**src/rtl/pipe_stage_skid_if.sv**
```systemverilog
// rtl/pipe_stage_skid_if.sv - handshake bundle between upstream, skid stage and downstream
interface pipe_stage_skid_if #(
  parameter int DATA_W = 143,
  parameter int CTRL_W = 8
);
  logic              in_valid;
  logic              in_ready;
  logic [DATA_W-1:0] in_data;
  logic [CTRL_W-1:0] in_ctrl;
  logic              out_valid;
  logic              out_ready;
  logic [DATA_W-1:0] out_data;
  logic [CTRL_W-1:0] out_ctrl;

  modport master (
    output in_valid, in_data, in_ctrl, out_ready,
    input  in_ready, out_valid, out_data, out_ctrl
  );

  modport slave (
    input  in_valid, in_data, in_ctrl, out_ready,
    output in_ready, out_valid, out_data, out_ctrl
  );
endinterface

```
**src/rtl/pipe_stage_skid.sv**
```systemverilog
// rtl/pipe_stage_skid.sv - two-entry registered pipeline stage with skid buffer, flush and stall counter
module pipe_stage_skid #(
  parameter int DATA_W = 143,
  parameter int CTRL_W = 8,
  parameter int CNT_W  = 16
) (
  input  logic             clk,
  input  logic             rst,
  input  logic             flush,
  pipe_stage_skid_if.slave bus,
  output logic [CNT_W-1:0] stall_cnt
);

  typedef enum logic [1:0] {
    EMPTY = 2'd0,
    ONE   = 2'd1,
    FULL  = 2'd2
  } state_t;

  state_t state_q, state_d;

  logic [DATA_W-1:0] main_data, skid_data;
  logic [CTRL_W-1:0] main_ctrl, skid_ctrl;
  logic              main_valid, skid_valid;
  logic              accept, issue;
  logic              ld_main_in, ld_main_skid, ld_skid;

  assign main_valid = (state_q != EMPTY);
  assign skid_valid = (state_q == FULL);

  // Ready comes only from registered state so upstream never sees a comb loop.
  assign bus.in_ready  = !skid_valid & !rst;
  assign bus.out_valid = main_valid;
  assign bus.out_data  = main_data;
  assign bus.out_ctrl  = main_ctrl;

  assign accept = bus.in_valid & bus.in_ready;
  assign issue  = main_valid & bus.out_ready;

  always_ff @(posedge clk) begin
    if (rst) begin
      state_q <= EMPTY;
    end else begin
      state_q <= state_d;
    end
  end

  always_comb begin
    state_d      = state_q;
    ld_main_in   = 1'b0;
    ld_main_skid = 1'b0;
    ld_skid      = 1'b0;
    if (flush) begin
      state_d = EMPTY;
    end else begin
      case (state_q)
        EMPTY: begin
          if (accept) begin
            ld_main_in = 1'b1;
            state_d    = ONE;
          end
        end
        ONE: begin
          if (accept && issue) begin
            ld_main_in = 1'b1;
          end else if (accept) begin
            ld_skid = 1'b1;
            state_d = FULL;
          end else if (issue) begin
            state_d = EMPTY;
          end
        end
        FULL: begin
          if (issue) begin
            ld_main_skid = 1'b1;
            state_d      = ONE;
          end
        end
        default: state_d = EMPTY;
      endcase
    end
  end

  // Flush kills control payloads but leaves datapath registers untouched.
  always_ff @(posedge clk) begin
    if (rst) begin
      main_data <= '0;
      main_ctrl <= '0;
      skid_data <= '0;
      skid_ctrl <= '0;
    end else if (flush) begin
      main_ctrl <= '0;
      skid_ctrl <= '0;
    end else begin
      if (ld_main_in) begin
        main_data <= bus.in_data;
        main_ctrl <= bus.in_ctrl;
      end else if (ld_main_skid) begin
        main_data <= skid_data;
        main_ctrl <= skid_ctrl;
      end
      if (ld_skid) begin
        skid_data <= bus.in_data;
        skid_ctrl <= bus.in_ctrl;
      end
    end
  end

  always_ff @(posedge clk) begin
    if (rst) begin
      stall_cnt <= '0;
    end else if (main_valid && !bus.out_ready && (stall_cnt != {CNT_W{1'b1}})) begin
      stall_cnt <= stall_cnt + 1'b1;
    end
  end

endmodule

```
**src/flat_wrapper.sv**
```systemverilog
// flat-port wrapper written by rule: the top's interface ports become plain ports
module pipe_stage_skid_flat 
#(
  parameter int DATA_W = 143,
  parameter int CTRL_W = 8,
  parameter int CNT_W  = 16
)
  (clk, rst, flush, stall_cnt, bus_in_valid, bus_in_data, bus_in_ctrl, bus_out_ready, bus_in_ready, bus_out_valid, bus_out_data, bus_out_ctrl);
  pipe_stage_skid_if #(.DATA_W(DATA_W), .CTRL_W(CTRL_W)) bus_i ();
  input  logic clk;
  input  logic rst;
  input  logic flush;
  output logic [CNT_W-1:0] stall_cnt;
  input wire logic [$bits(bus_i.in_valid)-1:0] bus_in_valid;
  input wire logic [$bits(bus_i.in_data)-1:0] bus_in_data;
  input wire logic [$bits(bus_i.in_ctrl)-1:0] bus_in_ctrl;
  input wire logic [$bits(bus_i.out_ready)-1:0] bus_out_ready;
  output wire logic [$bits(bus_i.in_ready)-1:0] bus_in_ready;
  output wire logic [$bits(bus_i.out_valid)-1:0] bus_out_valid;
  output wire logic [$bits(bus_i.out_data)-1:0] bus_out_data;
  output wire logic [$bits(bus_i.out_ctrl)-1:0] bus_out_ctrl;
  assign bus_i.in_valid = bus_in_valid;
  assign bus_i.in_data = bus_in_data;
  assign bus_i.in_ctrl = bus_in_ctrl;
  assign bus_i.out_ready = bus_out_ready;
  assign bus_in_ready = bus_i.in_ready;
  assign bus_out_valid = bus_i.out_valid;
  assign bus_out_data = bus_i.out_data;
  assign bus_out_ctrl = bus_i.out_ctrl;
  pipe_stage_skid #(.DATA_W(DATA_W), .CTRL_W(CTRL_W), .CNT_W(CNT_W)) u_core (.clk(clk), .rst(rst), .flush(flush), .bus(bus_i), .stall_cnt(stall_cnt));
endmodule
```
**config.mk**
```make
export PLATFORM = sky130hd
export DESIGN_NAME = pipe_stage_skid_flat
export DESIGN_NICKNAME = d
export VERILOG_FILES = /design/src/rtl/pipe_stage_skid_if.sv /design/src/rtl/pipe_stage_skid.sv /design/src/flat_wrapper.sv
export SDC_FILE = /design/constraint.sdc
export NUM_CORES = 1
export LEC_CHECK = 0
export ABC_CLOCK_PERIOD_IN_PS = 2600
export CORE_MARGIN = 2
export CORE_UTILIZATION = 45
export CTS_BUF_LIST = sky130_fd_sc_hd__clkbuf_4 sky130_fd_sc_hd__clkbuf_8
export DETAILED_ROUTE_END_ITERATION = 10
export GPL_TIMING_DRIVEN = 0
export HOLD_SLACK_MARGIN = 0.06
export PLACE_DENSITY_LB_ADDON = 0.2
export RECOVER_POWER = 100
export SYNTH_ARGS = -nofsm -noshare
export SYNTH_HDL_FRONTEND = slang
export SYNTH_SLANG_ARGS = --single-unit
```
**constraint.sdc**
```tcl
create_clock -name clk -period 2.6 [get_ports clk]
set_input_delay 0.52 -clock clk [delete_from_list [all_inputs] [get_ports clk]]
set_output_delay 0.52 -clock clk [all_outputs]
set_load 0.05 [all_outputs]
```
==> results list, run 1 <==
* Kind of path behind the tightest hold check: primary input to flip-flop
- Rows: 63
* Cell area after synthesis: 13700 sq um
- The die covers 31800 sq um.
* Filler Cell Count: 2615
- No sink is reached through more buffers than the 3 on the longest clock path.
- Of the total synthesized cell area, the portion taken by full adders, half adders and majority gates is 0.000915.
* Top cells by instance count after synthesis: dfxtp_1, nand2_1, nor2_1, mux2i_1, a21oi_1
- TritonCTS built the clock tree.
- The flow ran to the end, and the final reports show no timing, DRC or antenna violations.
* Number of failing setup endpoints in the final timing report: 0
- Count of warnings emitted by yosys: 0
- Area of the placeable core: 29800 sq um
* Count of max-cap constraint violations: 0
- Final hold violation count: 0
* Largest cells by area after synthesis: dfxtp_1, a211oi_2, mux2i_1
- The worst path meets setup with between 0.1 and 0.15 ns of slack.
- Number of buffers inserted by port buffering: 323
- After detailed routing, the number of remaining DRC violations is 0.
* Synthesized-area fraction occupied by ao, oa, aoi and oai cells: 0.203
- Setup Slack @ Placement: -0.858 ns
- Share of the core filled with cells: 0.615
* Summed area of non-filler cells in the final layout: 18300 sq um
- In the finished design, the share of the clock period the worst path needs comes to 0.961.
- Yosys mapped the design onto 38 distinct sky130hd cell types.
- For this run, the register share of the synthesized area comes to 0.468.
- Total power consumption of the routed design: roughly 11 mW
* Net count after synthesis: 1603
- Fraction of synthesized cell area in xor and xnor cells: 0
- For the worst-skew pair, the clock arrives at the later sink with an insertion delay of around 0.57 ns.
- The congestion estimate from routability-driven global placement came to around 0.84.
- The share of synthesized area in the top cell type comes to 0.468.
- The synthesized design contains 320 register bits.
- In the final layout, the multi-input gates occupy 6390 sq um.
- From synthesis to final layout, the design area changed by 34.1%.
- Layout cells sized above 1: 0.156
- Before antenna repair, the detailed router went through 5 iterations.
* Leading area contributor after synthesis: dfxtp_1
- After clock tree synthesis, the flow added hold-fix buffers numbering 0.
* Share of flip-flops with an asynchronous set or reset after synthesis: 0
- The setup path with the least slack is of type primary input to flip-flop.
- Vias in the first global route: 11485
* Clock-pin slew on the worst setup and hold paths: 0.06 ns
- The H-tree generated during clock tree synthesis spans 2 levels.
- Number of buffers created by CTS: 53
- The count of pins over their slew limit came to 0.
- Final hold slack: 0.339 ns
- For the final routed database, the setup TNS stands at 0 ns.
- Including well taps, the total number of placed cells is 2159.
- Share of cell area taken by muxes after synthesis: 0.122
* Antenna violations before repair: 0
- STA classifies the critical path startpoint as a primary input.
- Yosys instantiated no cell more often than dfxtp_1.
- Wire length of the first global-routing pass: 60700 um
* Total track usage: 0.239
- Vertical die dimension: between 150 and 200 um
* Setup clock skew after layout: 0.0252 ns
- Entering global routing, the biggest net connects 14 pins.
- Die extent in x: about 180 um
- Post-Synthesis Cells: 1446
* RSZ-0062 raised after global routing: false
- Worst endpoint data arrival time: 2.97 ns
* Hpwl dp: 27500 um
- Worst R2R Setup Slack: 0.25 ns
- Required time worst endpoint: 3.07 ns
- In the final routed layout, each cell accounts on average for 17.5 um.
- Initial core utilization: 0.459
- After detailed placement, the total cell area comes to roughly 17000 sq um.
- After the flow finishes, the layout carries non-filler instances totaling roughly 2300.
- Of the total synthesized cell area, the portion taken by AND, OR, NAND and NOR gates is 0.150.
* Storage element area: 6410 sq um
* Transition time at the pin with the least slew margin: 1.03 ns
- Number of sinks driven by the clock tree: 320
- During I/O placement, the number of pins put on the boundary was 325.
- Synthesized area per cell: 9.46 sq um
- Total Wirelength: 39500 um
- By area, the combinational part of the netlist is dominated by compound AO/OA/AOI/OAI gates.
- Grt ovf: 0
- The final layout contains 1981 nets.
* EDFF count, synth: 0
- Once detail routing completed, the nets flagged for antenna violations numbered 0.
* Setup repair bufs after CTS: 0
- In this run the power density over the cells is 609 nW/um^2.
* Highest achievable clock rate: 400 MHz
* Worst-path maximum fanout: 10
* P_leak: 6.54 nW
- The most used flip-flop cell after synthesis is dfxtp_1.
- Shortest clock period the worst path allows after layout: approximately 2.5 ns
- The cell sitting at the root of the clock tree is a clkbuf_8.
- Via-to-Cell Ratio: 5.21
* Headroom to the max-slew limit: 0.303
- The worst setup path is captured at a flip-flop.
- For this block, the initial DRC count from the detailed router was slightly above 700.
* Worst supply voltage drop on vdd: around 380 uV
- The routed layout has 11750 vias.
==> flip-flops by register name, indices dropped and copies added (netlist names) <==
register and count:
u_core.bus.out_data 143, u_core.skid_ctrl 8, u_core.skid_data 143, u_core.state_q 2
u_core.stall_cnt 16, u_core.bus.out_ctrl 8
==> repair_timing <==
item / in CTS / in global routing
gates resized for setup: 7 / 5
hold endpoints to repair: 0 / 0
setup endpoints to repair: 31 / 4
==> placed cells by master (no fill, tap or decap), types with 2 or more instances in the layout <==
master           count
or2_2                2
nor4_1               4
buf_2               23
o21ai_0              3
nand3_1              5
o41ai_1              2
clkbuf_8            67
nand4_1              7
clkinv_2             4
clkdlybuf4s50_1    156
clkbuf_1            57
nor2b_1              7
and3_1               3
a211oi_1            29
o311ai_0             3
inv_1                5
o31ai_1              2
nand2_1            296
mux2i_1            160
or4_1                2
clkbuf_2             7
or3_1                3
dfxtp_1            320
dlygate4sd3_1      164
nor3_1               6
nand2b_1             2
a21oi_1            157
buf_6               21
a211oi_2           123
mux2_2               5
and4_1               2
clkbuf_4            28
nor2_1             170
buf_4                6
==> report_power, final <==
group / internal, mW / switching [mW]
Sequential: 5.04 / 0.0752
Combinational: 0.554 / 0.893
Clock: 2.62 / 1.99
Total: 8.21 / 2.96
==> per-layer routing <==
metal | global-route usage | wire (um)
met5 | 0 | 0
met3 | 0.0639 | 3100
met4 | 0.0718 | 990
met1 | 0.306 | 16900
met2 | 0.393 | 18500
==> cells by family (layout without fill, tap and decap cells) <==
logic type | after synthesis | after routing
adder cells (fa/ha/maj) | 1 | 1
AND/OR/NAND/NOR | 514 | 514
buffers and inverters | 123 | 541
AO/OA/AOI/OAI | 322 | 322
other | 0 | 1
flip-flops | 320 | 320
multiplexers | 166 | 166
==> final timing paths <==
path / start / end / cells past startpoint
max: flush / u_core.bus.out_data[120] / 8
min: rst / u_core.stall_cnt[1] / 4
max reg2reg: u_core.state_q[0] / u_core.skid_data[79] / 6
min reg2reg: u_core.skid_data[52] / u_core.skid_data[52] / 2
==> final cells by class <==
| type | instances | share of cell area |
|---|---|---|
| Multi-Input combinational cell | 1003 | 0.349 |
| Timing Repair Buffer | 323 | 0.176 |
| Tap cell | 390 | 0.0266 |
| Sequential cell | 320 | 0.349 |
| Buffer | 118 | 0.0373 |
| Clock inverter | 6 | 0.00198 |
| Antenna cell | 1 | 0.000136 |
| Inverter | 5 | 0.00102 |
| Clock buffer | 89 | 0.0593 |
==> worst max-delay path: stages <==
cell and delay (ns):
dlygate4sd3_1 0.60, or2_1 0.23, clkbuf_1 0.27, or3_1 0.38, buf_2 0.15, clkbuf_2 0.28, clkbuf_4 0.31, a211oi_1 0.23
No activity file was read; power rests on OpenSTA's default activity.
==> inputs of run 2 (changes only) <==
--- a/config.mk
+++ b/config.mk
@@ -9,6 +9,7 @@
 export CORE_MARGIN = 2
 export CORE_UTILIZATION = 45
 export CTS_BUF_LIST = sky130_fd_sc_hd__clkbuf_4 sky130_fd_sc_hd__clkbuf_8
+export CTS_CLUSTER_SIZE = 40
 export DETAILED_ROUTE_END_ITERATION = 10
 export GPL_TIMING_DRIVEN = 0
 export HOLD_SLACK_MARGIN = 0.06
==> results of run 2 <==
Same layout as run 1: the final DEF is identical, and so are final timing and power.
==> inputs of run 3 (changes only) <==
--- a/config.mk
+++ b/config.mk
@@ -13,7 +13,7 @@
 export DETAILED_ROUTE_END_ITERATION = 10
 export GPL_TIMING_DRIVEN = 0
 export HOLD_SLACK_MARGIN = 0.06
-export PLACE_DENSITY_LB_ADDON = 0.2
+export PLACE_DENSITY_LB_ADDON = 0.15
 export RECOVER_POWER = 100
 export SYNTH_ARGS = -nofsm -noshare
 export SYNTH_HDL_FRONTEND = slang
==> run 3 against run 2 <==
Combinational power about the same. Highest routed layer unchanged. Sequential power hardly changed. Clock-buffer cell count fell by 6. Critical endpoint is now bus_out_valid. Total power down 1.7%. Sequential share of layout area up 0.21 points. Global-route usage fell by 0.55 points. Register-to-register slack gained 0.02 ns. Die area is the same. Worst setup slack got worse by 0.0093 ns. Clock skew shrank 0.0097 ns.
==> results list, run 3 (same netlist as run 1, synthesis figures left out) <==
- CTS built an H-tree with a depth of 2.
* Number of violations reported at the end of detailed-routing iteration 0: ~670
- Most common cell after layout, fill and taps aside: dfxtp_1
- From synthesis to final layout, the design area changed by 33.3%.
* Transition time at the pin with the least slew margin: slightly above 0.9 ns
* Power density of the placed cells: 603 nW/um^2
- Kind of path behind the tightest hold check: primary input to flip-flop
- Clock-pin slew on the worst setup and hold paths: 0.06 ns
- The layer flagged by global routing as most heavily used is met2.
- Port buffering added between 300 and 400 buffers.
- The critical path is of the flip-flop to output port type.
* Status: finished clean
* Number of placed cells counting well taps: 2159
* Switching part of the total: 0.262
* Wire length of the first global-routing pass: 59200 um
- Top-level port count: around 330
* Share of the core filled with cells: 0.612
- Summed area of non-filler cells in the final layout: 18200 sq um
- Along the worst path, the maximum fanout reaches 8.
- For this run, global-route usage on met1 was measured as 0.302.
- For flop-to-flop paths, the worst setup slack is 0.27 ns.
- Final hold analysis gives a worst-case slack of 0.379 ns.
* Final-stage net count: about 2000
* Combinational share of power: 0.131
- The placed instances occupy a cell area of 17400 sq um.
- Setup violations remaining at the end of the flow were counted as 0.
* Die extent in x: between 150 and 200 um
- The worst setup path is launched from a flip-flop.
- The worst setup path is captured at an output port.
- Count of max-cap constraint violations: 0
- Maximum number of pins on one net before global-route repair: 20
- Total number of vias: 11677
- Number of pins with negative max-slew slack in the final report: 0
* Relative contribution of the clock network to total power: 0.404
- Antenna violations before repair: 3
- Total Wirelength: ~39000 um
* Setup clock skew after layout: between 0.015 and 0.02 ns
- IR analysis of the VDD net gives a maximum drop of around 380 uV.
* Met3 demand-to-capacity share in global routing: 0.0567
* TritonCTS clock tree: yes
* Highest achievable clock rate: 399 MHz
* Remaining routing DRC violations: 0
- Clk Latency, worst-skew pair: between 0.5 and 0.6 ns
- Fin crit share: 0.965
- The share of total power dissipated in sequential elements is 0.465.
- In the global route stage, overall resource usage came out at 0.233.
- For this design the total switching power over the nets is 2.88 mW.
- Largest buffer count on any clock path: 3
* Wire length per cell: ~17 um
- The analysis attributes to cell leakage a power of around 6.5 nW.
* Vertical die dimension: around 180 um
- Initial core utilization: 0.459
- Storage element area: 6410 sq um
- CTS saw 320 sinks.
- Hpwl dp: 27200 um
- Count of nets left with antenna violations after detail routing: 0
- Drt first pass iters: 6
- Placer's final routability congestion estimate: 0.846
* Vias in the first global route: 11333
- At the worst endpoint, the required time is 2.08 ns.
* Cell at the root of the clock tree: clkbuf_8
* Area of the placeable core: 29800 sq um
- Number of buffers created by CTS: 53
- Global routing usage on met2: 0.387
- Die ar.: 31800 sq um
- Via-to-Cell Ratio: between 5 and 6
- For the finished layout, the period the worst path requires is 2.51 ns.
- Cell-internal power: about 8.1 mW
- RSZ-0062 raised after global routing: false
- Layout cells sized above 1: 0.143
- Grt ovf: 0
- Commonest cells after routing, fill and taps aside: dfxtp_1, nand2_1, nor2_1
- CTS Hold Buffers Added: 0
- The count of endpoints failing hold in the final timing report was 0.
- Non-filler instance count after layout: around 2200
* Rows: 63
- Summing all multi-input logic gate instances after layout gives 6310 sq um.
* Worst endpoint data arrival time: 1.99 ns
- Counting the fill cells in the layout gives ~2600.
- The worst pin sits at a relative slew slack of 0.385.
[run 3: through the flow]
stage	TNS (ns)	power [mW]	setup slack [ns]
global route	0	11.4	0.0122
floorplan	0	6.08	0.194
finish	0	11.0	0.0915
CTS	0	11.2	0.0531
global placement	-85.32	6.72	-0.838
detailed placement	-90.16	6.74	-0.843
[run 3: metal layers]
layer  up-vias  share of wire
met1      5512           0.44
met3        67          0.068
met5         -              0
li1       5764              -
met2       334           0.47
met4         0          0.021
[run 3: area by class of cell]
class	instances	share of cell area
antenna	2	0.000275
clock inverter	4	0.00130
sequential	320	0.352
multi-input combinational	1003	0.347
clock buffer	83	0.0572
timing repair buffer	323	0.177
tap	390	0.0268
inverter	5	0.00103
buffer	117	0.0380
[run 3: final timing paths]
path,startpoint,cells past startpoint,end
worst max register to register,u_core.state_q[1],6,u_core.skid_data[80]
worst max-delay path,u_core.state_q[0],2,bus_out_valid
worst min register to register,u_core.skid_data[0],2,u_core.skid_data[0]
worst min-delay path,rst,4,u_core.stall_cnt[1]
[run 3: timing repair]
action / CTS / global route
cloned: 0 / 0
setup endpoints to repair: 71 / 2
pin swaps: 0 / 0
gates resized for setup: 4 / 2
endpoints found under the hold margin: 0 / 0
buffers inserted: 0 / 0
[run 3: critical path, cell delays in order, from the launching register on]
cell and delay, ns:
dfxtp_1 0.45, or2_2 0.15, clkdlybuf4s50_1 0.83
[run 3: power groups by stage]
| stage | sequential [mW] | combinational, mW | clock, mW |
|---|---|---|---|
| floorplan | 5.62 | 0.459 | 0 |
| global placement | 5.22 | 1.50 | 0 |
| detailed placement | 5.22 | 1.51 | 0 |
| CTS | 5.12 | 1.52 | 4.54 |
| global route | 5.12 | 1.51 | 4.75 |
| finish | 5.11 | 1.44 | 4.44 |
